$ cat config.mk
export PLATFORM = sky130hd
export DESIGN_NAME = div_unit
export DESIGN_NICKNAME = d
export VERILOG_FILES = /design/src/rtl/div_pkg.sv /design/src/rtl/div_unit_adder.sv /design/src/rtl/div_unit.sv
export SDC_FILE = /design/constraint.sdc
export NUM_CORES = 1
export LEC_CHECK = 0
export ABC_AREA = 1
export BUFFER_PORTS_ARGS = -buffer_cell sky130_fd_sc_hd__buf_2
export CORE_ASPECT_RATIO = 1.25
export CORE_MARGIN = 3
export CORE_UTILIZATION = 25
export CTS_CLUSTER_SIZE = 20
export DETAILED_ROUTE_END_ITERATION = 10
export PLACE_DENSITY_LB_ADDON = 0.1
export SLEW_MARGIN = 20
export SYNTH_ARGS = -nofsm -noshare
export SYNTH_HDL_FRONTEND = slang
export SYNTH_SLANG_ARGS = --single-unit
$ cat constraint.sdc
create_clock -name clk -period 19.2 [get_ports clk]
set_clock_uncertainty 0.15 [all_clocks]
set_input_delay 1.92 -clock clk [delete_from_list [all_inputs] [get_ports clk]]
set_output_delay 1.92 -clock clk [all_outputs]
set_load 0.05 [all_outputs]
$ cat src/rtl/div_pkg.sv
// Shared types and constants for the iterative RV32M divider.
package div_pkg;

  // Datapath width; fixed at 32 because the shared ripple adder is 32 bits.
  localparam int unsigned XLEN  = 32;
  localparam int unsigned CNT_W = 5;

  localparam logic [XLEN-1:0] INT_MIN  = 32'h8000_0000;
  localparam logic [XLEN-1:0] ALL_ONES = 32'hFFFF_FFFF;

  typedef enum logic [1:0] {
    OP_DIV  = 2'b00,
    OP_DIVU = 2'b01,
    OP_REM  = 2'b10,
    OP_REMU = 2'b11
  } div_op_e;

  typedef enum logic [1:0] {
    S_IDLE  = 2'b00,
    S_CALC  = 2'b01,
    S_FIXUP = 2'b10,
    S_DONE  = 2'b11
  } div_state_e;

  // Two's-complement magnitude of an operand; INT_MIN wraps to itself, which the
  // unsigned datapath then treats as 2^31.
  function automatic logic [XLEN-1:0] abs_val(input logic [XLEN-1:0] x, input logic neg);
    return neg ? (~x + XLEN'(1)) : x;
  endfunction

endpackage

$ cat src/rtl/div_unit_adder.sv
// 32-bit ripple-carry adder shared by the trial subtraction and result negation.
module div_unit_adder
  import div_pkg::*;
(
  input  logic [XLEN-1:0] a_i,
  input  logic [XLEN-1:0] b_i,
  input  logic            cin_i,
  output logic [XLEN-1:0] y_o,
  output logic            cout_o
);

  logic [XLEN:0] carry;

  // Bit-serial carry chain.
  always_comb begin
    carry    = '0;
    y_o      = '0;
    carry[0] = cin_i;
    for (int i = 0; i < XLEN; i++) begin
      y_o[i]       = a_i[i] ^ b_i[i] ^ carry[i];
      carry[i + 1] = (a_i[i] & b_i[i]) | (carry[i] & (a_i[i] ^ b_i[i]));
    end
    cout_o = carry[XLEN];
  end

endmodule

$ cat src/rtl/div_unit.sv
// Iterative restoring radix-2 divider for DIV/DIVU/REM/REMU with valid/ready handshakes.
module div_unit
  import div_pkg::*;
#(
  parameter bit EARLY_OUT = 1'b1
) (
  input  logic            clk,
  input  logic            rst,
  input  logic            req_valid,
  output logic            req_ready,
  input  logic [1:0]      req_op,
  input  logic [XLEN-1:0] req_dividend,
  input  logic [XLEN-1:0] req_divisor,
  input  logic            kill,
  output logic            resp_valid,
  input  logic            resp_ready,
  output logic [XLEN-1:0] resp_result,
  output logic            busy
);

  div_state_e      state_q, state_d;
  div_op_e         op_q, op_d;
  logic            qneg_q, qneg_d;
  logic            rneg_q, rneg_d;
  logic [XLEN-1:0] dq_q, dq_d;
  logic [XLEN-1:0] dvs_q, dvs_d;
  logic [XLEN-1:0] rem_q, rem_d;
  logic [XLEN-1:0] quo_q, quo_d;
  logic [XLEN-1:0] res_q, res_d;
  logic [CNT_W-1:0] cnt_q, cnt_d;

  logic [XLEN-1:0] add_a, add_b, add_y;
  logic            add_cin, add_cout;

  div_op_e         req_op_e;
  logic            req_signed, sa, sb, div0, ovf, early;
  logic [XLEN-1:0] early_res;

  logic [XLEN-1:0] p;
  logic            qb;
  logic [XLEN-1:0] fix_x;
  logic            fix_neg;

  div_unit_adder u_adder (
    .a_i    (add_a),
    .b_i    (add_b),
    .cin_i  (add_cin),
    .y_o    (add_y),
    .cout_o (add_cout)
  );

  // Request decode: operand signs and the architecturally defined corner cases.
  always_comb begin
    req_op_e   = div_op_e'(req_op);
    req_signed = (req_op_e == OP_DIV) || (req_op_e == OP_REM);
    sa         = req_signed & req_dividend[XLEN-1];
    sb         = req_signed & req_divisor[XLEN-1];
    div0       = (req_divisor == '0);
    ovf        = req_signed && (req_dividend == INT_MIN) && (req_divisor == ALL_ONES);
    early      = EARLY_OUT && (div0 || ovf);
    if (div0) early_res = req_op[1] ? req_dividend : ALL_ONES;
    else      early_res = req_op[1] ? '0 : INT_MIN;
  end

  // Per-iteration partial remainder and quotient bit; rem[31] covers the 33-bit case.
  always_comb begin
    p       = {rem_q[XLEN-2:0], dq_q[cnt_q]};
    qb      = rem_q[XLEN-1] | add_cout;
    fix_x   = op_q[1] ? rem_q : quo_q;
    fix_neg = op_q[1] ? rneg_q : qneg_q;
  end

  // Next-state, datapath and adder operand selection.
  always_comb begin
    state_d = state_q;
    op_d    = op_q;
    qneg_d  = qneg_q;
    rneg_d  = rneg_q;
    dq_d    = dq_q;
    dvs_d   = dvs_q;
    rem_d   = rem_q;
    quo_d   = quo_q;
    res_d   = res_q;
    cnt_d   = cnt_q;
    add_a   = '0;
    add_b   = '0;
    add_cin = 1'b0;

    unique case (state_q)
      S_IDLE: begin
        if (req_valid && !kill) begin
          op_d   = req_op_e;
          qneg_d = (req_op_e == OP_DIV) && (sa ^ sb) && !div0;
          rneg_d = (req_op_e == OP_REM) && sa;
          dq_d   = abs_val(req_dividend, sa);
          dvs_d  = abs_val(req_divisor, sb);
          rem_d  = '0;
          quo_d  = '0;
          cnt_d  = CNT_W'(XLEN - 1);
          if (early) begin
            res_d   = early_res;
            state_d = S_DONE;
          end else begin
            state_d = S_CALC;
          end
        end
      end
      S_CALC: begin
        add_a   = p;
        add_b   = ~dvs_q;
        add_cin = 1'b1;
        rem_d   = qb ? add_y : p;
        quo_d   = {quo_q[XLEN-2:0], qb};
        if (cnt_q == '0) state_d = S_FIXUP;
        else             cnt_d   = cnt_q - CNT_W'(1);
      end
      S_FIXUP: begin
        if (fix_neg) begin
          add_a   = ~fix_x;
          add_cin = 1'b1;
          res_d   = add_y;
        end else begin
          res_d   = fix_x;
        end
        state_d = S_DONE;
      end
      S_DONE: begin
        if (resp_ready) state_d = S_IDLE;
      end
      default: state_d = S_IDLE;
    endcase

    if (kill && (state_q != S_IDLE)) state_d = S_IDLE;
  end

  // State and datapath registers.
  always_ff @(posedge clk) begin
    if (rst) begin
      state_q <= S_IDLE;
      op_q    <= OP_DIV;
      qneg_q  <= 1'b0;
      rneg_q  <= 1'b0;
      dq_q    <= '0;
      dvs_q   <= '0;
      rem_q   <= '0;
      quo_q   <= '0;
      res_q   <= '0;
      cnt_q   <= '0;
    end else begin
      state_q <= state_d;
      op_q    <= op_d;
      qneg_q  <= qneg_d;
      rneg_q  <= rneg_d;
      dq_q    <= dq_d;
      dvs_q   <= dvs_d;
      rem_q   <= rem_d;
      quo_q   <= quo_d;
      res_q   <= res_d;
      cnt_q   <= cnt_d;
    end
  end

  // Handshake outputs decode directly from the state register.
  always_comb begin
    req_ready   = (state_q == S_IDLE);
    busy        = (state_q != S_IDLE);
    resp_valid  = (state_q == S_DONE);
    resp_result = res_q;
  end

endmodule

==> results.py <==
metrics = {
    "outcome": {
        "outcome": "finished clean",
    },
    "timing": {
        "finalWorstSetupSlack_ps": 3060,
        "tightest_slew_ps": 940,
        "finalSetupTns_ps": 0,
        "slew_viol_final": 0,
        "max_freq_mhz": 61.9,
        "rsz0062_at_grt": "no",
        "hold_viol": 0,
        "fin_crit_sh_pct": 84.1,
        "setup_viol": 0,
        "relSlewSlack_pct": 37.3,
        "finalCriticalPeriod_ps": 16140,
    },
    "yosys": {
        "synth_compound_area_share_pct": 19.2,
        "synth.distinct_cells": 38,
        "synth.net_count": 2005,
        "synth_top_family_by_area": "simple AND/OR/NAND/NOR gates",
        "avgSynthCellArea_um2": 6.20,
        "ys_seq_area_share_pct": 29.0,
        "muxShareOfSynthArea_pct": 0,
        "ys_seq_elements": 170,
        "synthSimpleGateAreaFrac_pct": 30.5,
        "synth_cells": 1893,
        "synthAdderAreaFrac_pct": 6.42,
        "ys_warn_count": 0,
        "syn_area_um2": 11700,
        "synth_xor_area_share_pct": 2.02,
    },
    "route": {
        "drt_iter0_markers": 835,
        "drc": 0,
        "wl_per_cell_um": 17.8,
        "first_pass_iters": 6,
        "viasPerCell": 4.69,
        "totalWireLength_mm": 44.8,
        "drtAntennaViolNets": 0,
        "vias": 11800,
    },
    "place": {
        "numPortBuffers": 105,
        "dpl.hpwl_mm": 33.4,
        "dp_slack_ps": 3090,
        "place_area_um2": 12600,
        "routabilityCongestion": 0.865,
    },
    "critical_path": {
        "crit_type": "reg2reg",
        "crit_slowest_cell": "dfxtp_1",
        "cp_slowest_stage_delay_ps": 660,
        "reg2reg_depth": 47,
        "cp_max_fo": 33,
        "worstReg2RegEnd": "rem_q[21]$_SDFFE_PP0P_",
        "required_ps": 19380,
        "r2r_slack_ps": 3060,
        "critPathTopFamily": "adder cells",
        "cp-start-kind": "flip-flop",
        "critPathCaptureType": "flip-flop",
        "cpMostUsedCell": "fa_1",
        "timing.rr.start": "cnt_q[0]$_SDFFE_PP0P_",
        "cp.buffers_inverters": 3,
        "worstPathArrival_ps": 16320,
    },
    "die": {
        "die_height_um": 248,
        "rows": 88,
        "start_util_pct": 25.4,
        "fp.coreArea_um2": 46200,
        "ios": 106,
        "die-area_um2": 49600,
        "die_x_um": 200,
    },
    "layout": {
        "multi_input_area_um2": 6870,
        "finalInstanceArea_um2": 13300,
        "drive_above_1_share_pct": 10.6,
        "layout.nets": 2032,
        "final_common_cell": "nand2_1",
        "fillers": 5275,
        "final_cell_mix": "522 x nand2_1, 252 x inv_1, 169 x dfxtp_1",
        "diodes": 0,
        "seqCellArea_um2": 3410,
        "synthToLayoutAreaGrowth_pct": 13.1,
    },
    "global_routing": {
        "grt_max_degree": 90,
        "grt_pass1_vias": 11400,
        "track_usage_pct": 18.2,
        "gr-total-overflow": 0,
        "antenna_found_initial": 0,
        "grt_first_pass_wirelength_mm": 69.1,
    },
    "min_path": {
        "min_path_cells": 2,
        "holdPathEnd": "quo_q[31]$_SDFFE_PP0P_",
        "hold_start": "quo_q[31]$_SDFFE_PP0P_",
        "min_path_type": "reg2reg",
    },
    "clocking": {
        "hold_buffers": 0,
        "cts_sinks": 170,
        "cts_buffer_depth": 2,
        "cts_htree_levels": 4,
        "postCtsSetupBuffers": 0,
        "cts_tree": "yes",
        "cts_buffers": 17,
        "path_clk_slew_ps": 70,
        "insertion_delay_ps": 480,
        "cts_resized": 0,
        "root_buffer": "clkbuf_16",
    },
    "pwr": {
        "vdd_drop_max_mv": 0.0855,
        "p_leak_nw": 5.43,
        "power.density_nw_per_um2": 124,
    },
    "job": {
        "drv_cap": 0,
    },
}
per-layer routing:
metal,part of all wire [%],wire length [um],vias up,track usage (%)
met1,47,21100,5465,24.1
met4,2.8,1240,0,6.53
met2,48,21400,221,30.6
met5,0,0,-,0
met3,2.5,1140,41,2.22
li1,-,-,6085,-
state kept, by name (all words and copies together) (netlist names), 2 cells and up:
name and count:
cnt_q 5, dq_q 32, dvs_q 32, quo_q 32
rem_q 32, resp_result 32, state_q 2
cell usage after synthesis:
| master | instances | area, um2 |
|---|---|---|
| a221oi_1 | 1 | 8.76 |
| a21oi_2 | 2 | 17.5 |
| buf_2 | 32 | 160 |
| nand2_1 | 522 | 1960 |
| nand3_4 | 1 | 17.5 |
| o31ai_1 | 1 | 7.51 |
| nand3_1 | 142 | 711 |
| o21a_1 | 3 | 22.5 |
| o21ai_0 | 160 | 801 |
| buf_1 | 6 | 22.5 |
| o22ai_1 | 1 | 6.26 |
| a31oi_1 | 35 | 219 |
| fa_1 | 32 | 641 |
| clkbuf_1 | 65 | 244 |
| o21ai_2 | 2 | 17.5 |
| inv_2 | 4 | 15.0 |
| nor2_2 | 4 | 25.0 |
| xor2_1 | 21 | 184 |
| a21oi_1 | 166 | 831 |
| nor3_2 | 1 | 10.0 |
| a311oi_1 | 1 | 8.76 |
| nor2_1 | 144 | 541 |
| o21bai_1 | 2 | 15.0 |
| clkinv_1 | 2 | 7.51 |
| o221ai_1 | 9 | 78.8 |
| ha_1 | 9 | 113 |
| nor2_4 | 2 | 22.5 |
| buf_6 | 6 | 67.6 |
| and2_1 | 2 | 12.5 |
| nor3_1 | 6 | 30.0 |
| o211ai_1 | 20 | 150 |
| xnor2_1 | 6 | 52.6 |
| nand4_1 | 13 | 81.3 |
| or2_2 | 27 | 169 |
| dfxtp_1 | 170 | 3400 |
| o21ai_1 | 15 | 75.1 |
| inv_1 | 253 | 950 |
| buf_4 | 5 | 37.5 |
power breakdown:
part | internal (mW) | total [mW] | switching [mW] | leakage, nW
sequential | 0.412 | 0.455 | 0.0434 | 1.39
clock | 0.220 | 0.386 | 0.166 | 0.299
combinational | 0.199 | 0.803 | 0.604 | 3.74
total | 0.831 | 1.64 | 0.813 | 5.43
worst max-delay path by stage:
stage,depth (start not counted),slack [ps],from,end
3_3_place_gp,47,3290,cnt_q[0]$_SDFFE_PP0P_,rem_q[22]$_SDFFE_PP0P_
3_5_place_dp,47,3090,cnt_q[0]$_SDFFE_PP0P_,rem_q[19]$_SDFFE_PP0P_
2_1_floorplan,45,4800,cnt_q[0]$_SDFFE_PP0P_,rem_q[11]$_SDFFE_PP0P_
4_1_cts,47,3070,cnt_q[0]$_SDFFE_PP0P_,rem_q[19]$_SDFFE_PP0P_
5_1_grt,47,2230,cnt_q[0]$_SDFFE_PP0P_,rem_q[25]$_SDFFE_PP0P_
6_report,47,3060,cnt_q[0]$_SDFFE_PP0P_,rem_q[21]$_SDFFE_PP0P_
cell type report:
type,count,share of cell area [%]
clock inverters,15,1.61
multi-input cells,1350,51.7
flip-flops and latches,170,25.7
well taps,585,5.52
inverters,259,7.33
clock buffers,17,3.21
repair buffers,122,4.94
stage by stage:
step	hold slack, ps	instances	power (mW)	utilization [%]
floorplan	279	1893	1.04	-
global placement	300	2486	1.28	27.3
detailed placement	307	2486	1.28	27.3
CTS	319	2518	1.67	28.7
global route	339	2518	1.76	28.7
finish	318	2518	1.64	28.7
worst reg2reg max path: cells and delay by family (launching register included):
family	cells	cell delay [ps]
and+or+nand+nor	8	720
AOI/OAI and AO/OA	4	580
DFF	1	660
buffers and inverters	3	1180
adders and majority gates	32	12730
kinds of logic (layout without fill, tap and decap cells):
family                     Yosys count  after routing
and+or+nand+nor                    864            864
AOI/OAI and AO/OA                  418            418
buffers and inverters              373            413
DFF                                170            170
adders and majority gates           41             41
xor gates and xnor gates            27             27
Note: power is estimated with default switching activity, not from simulation.
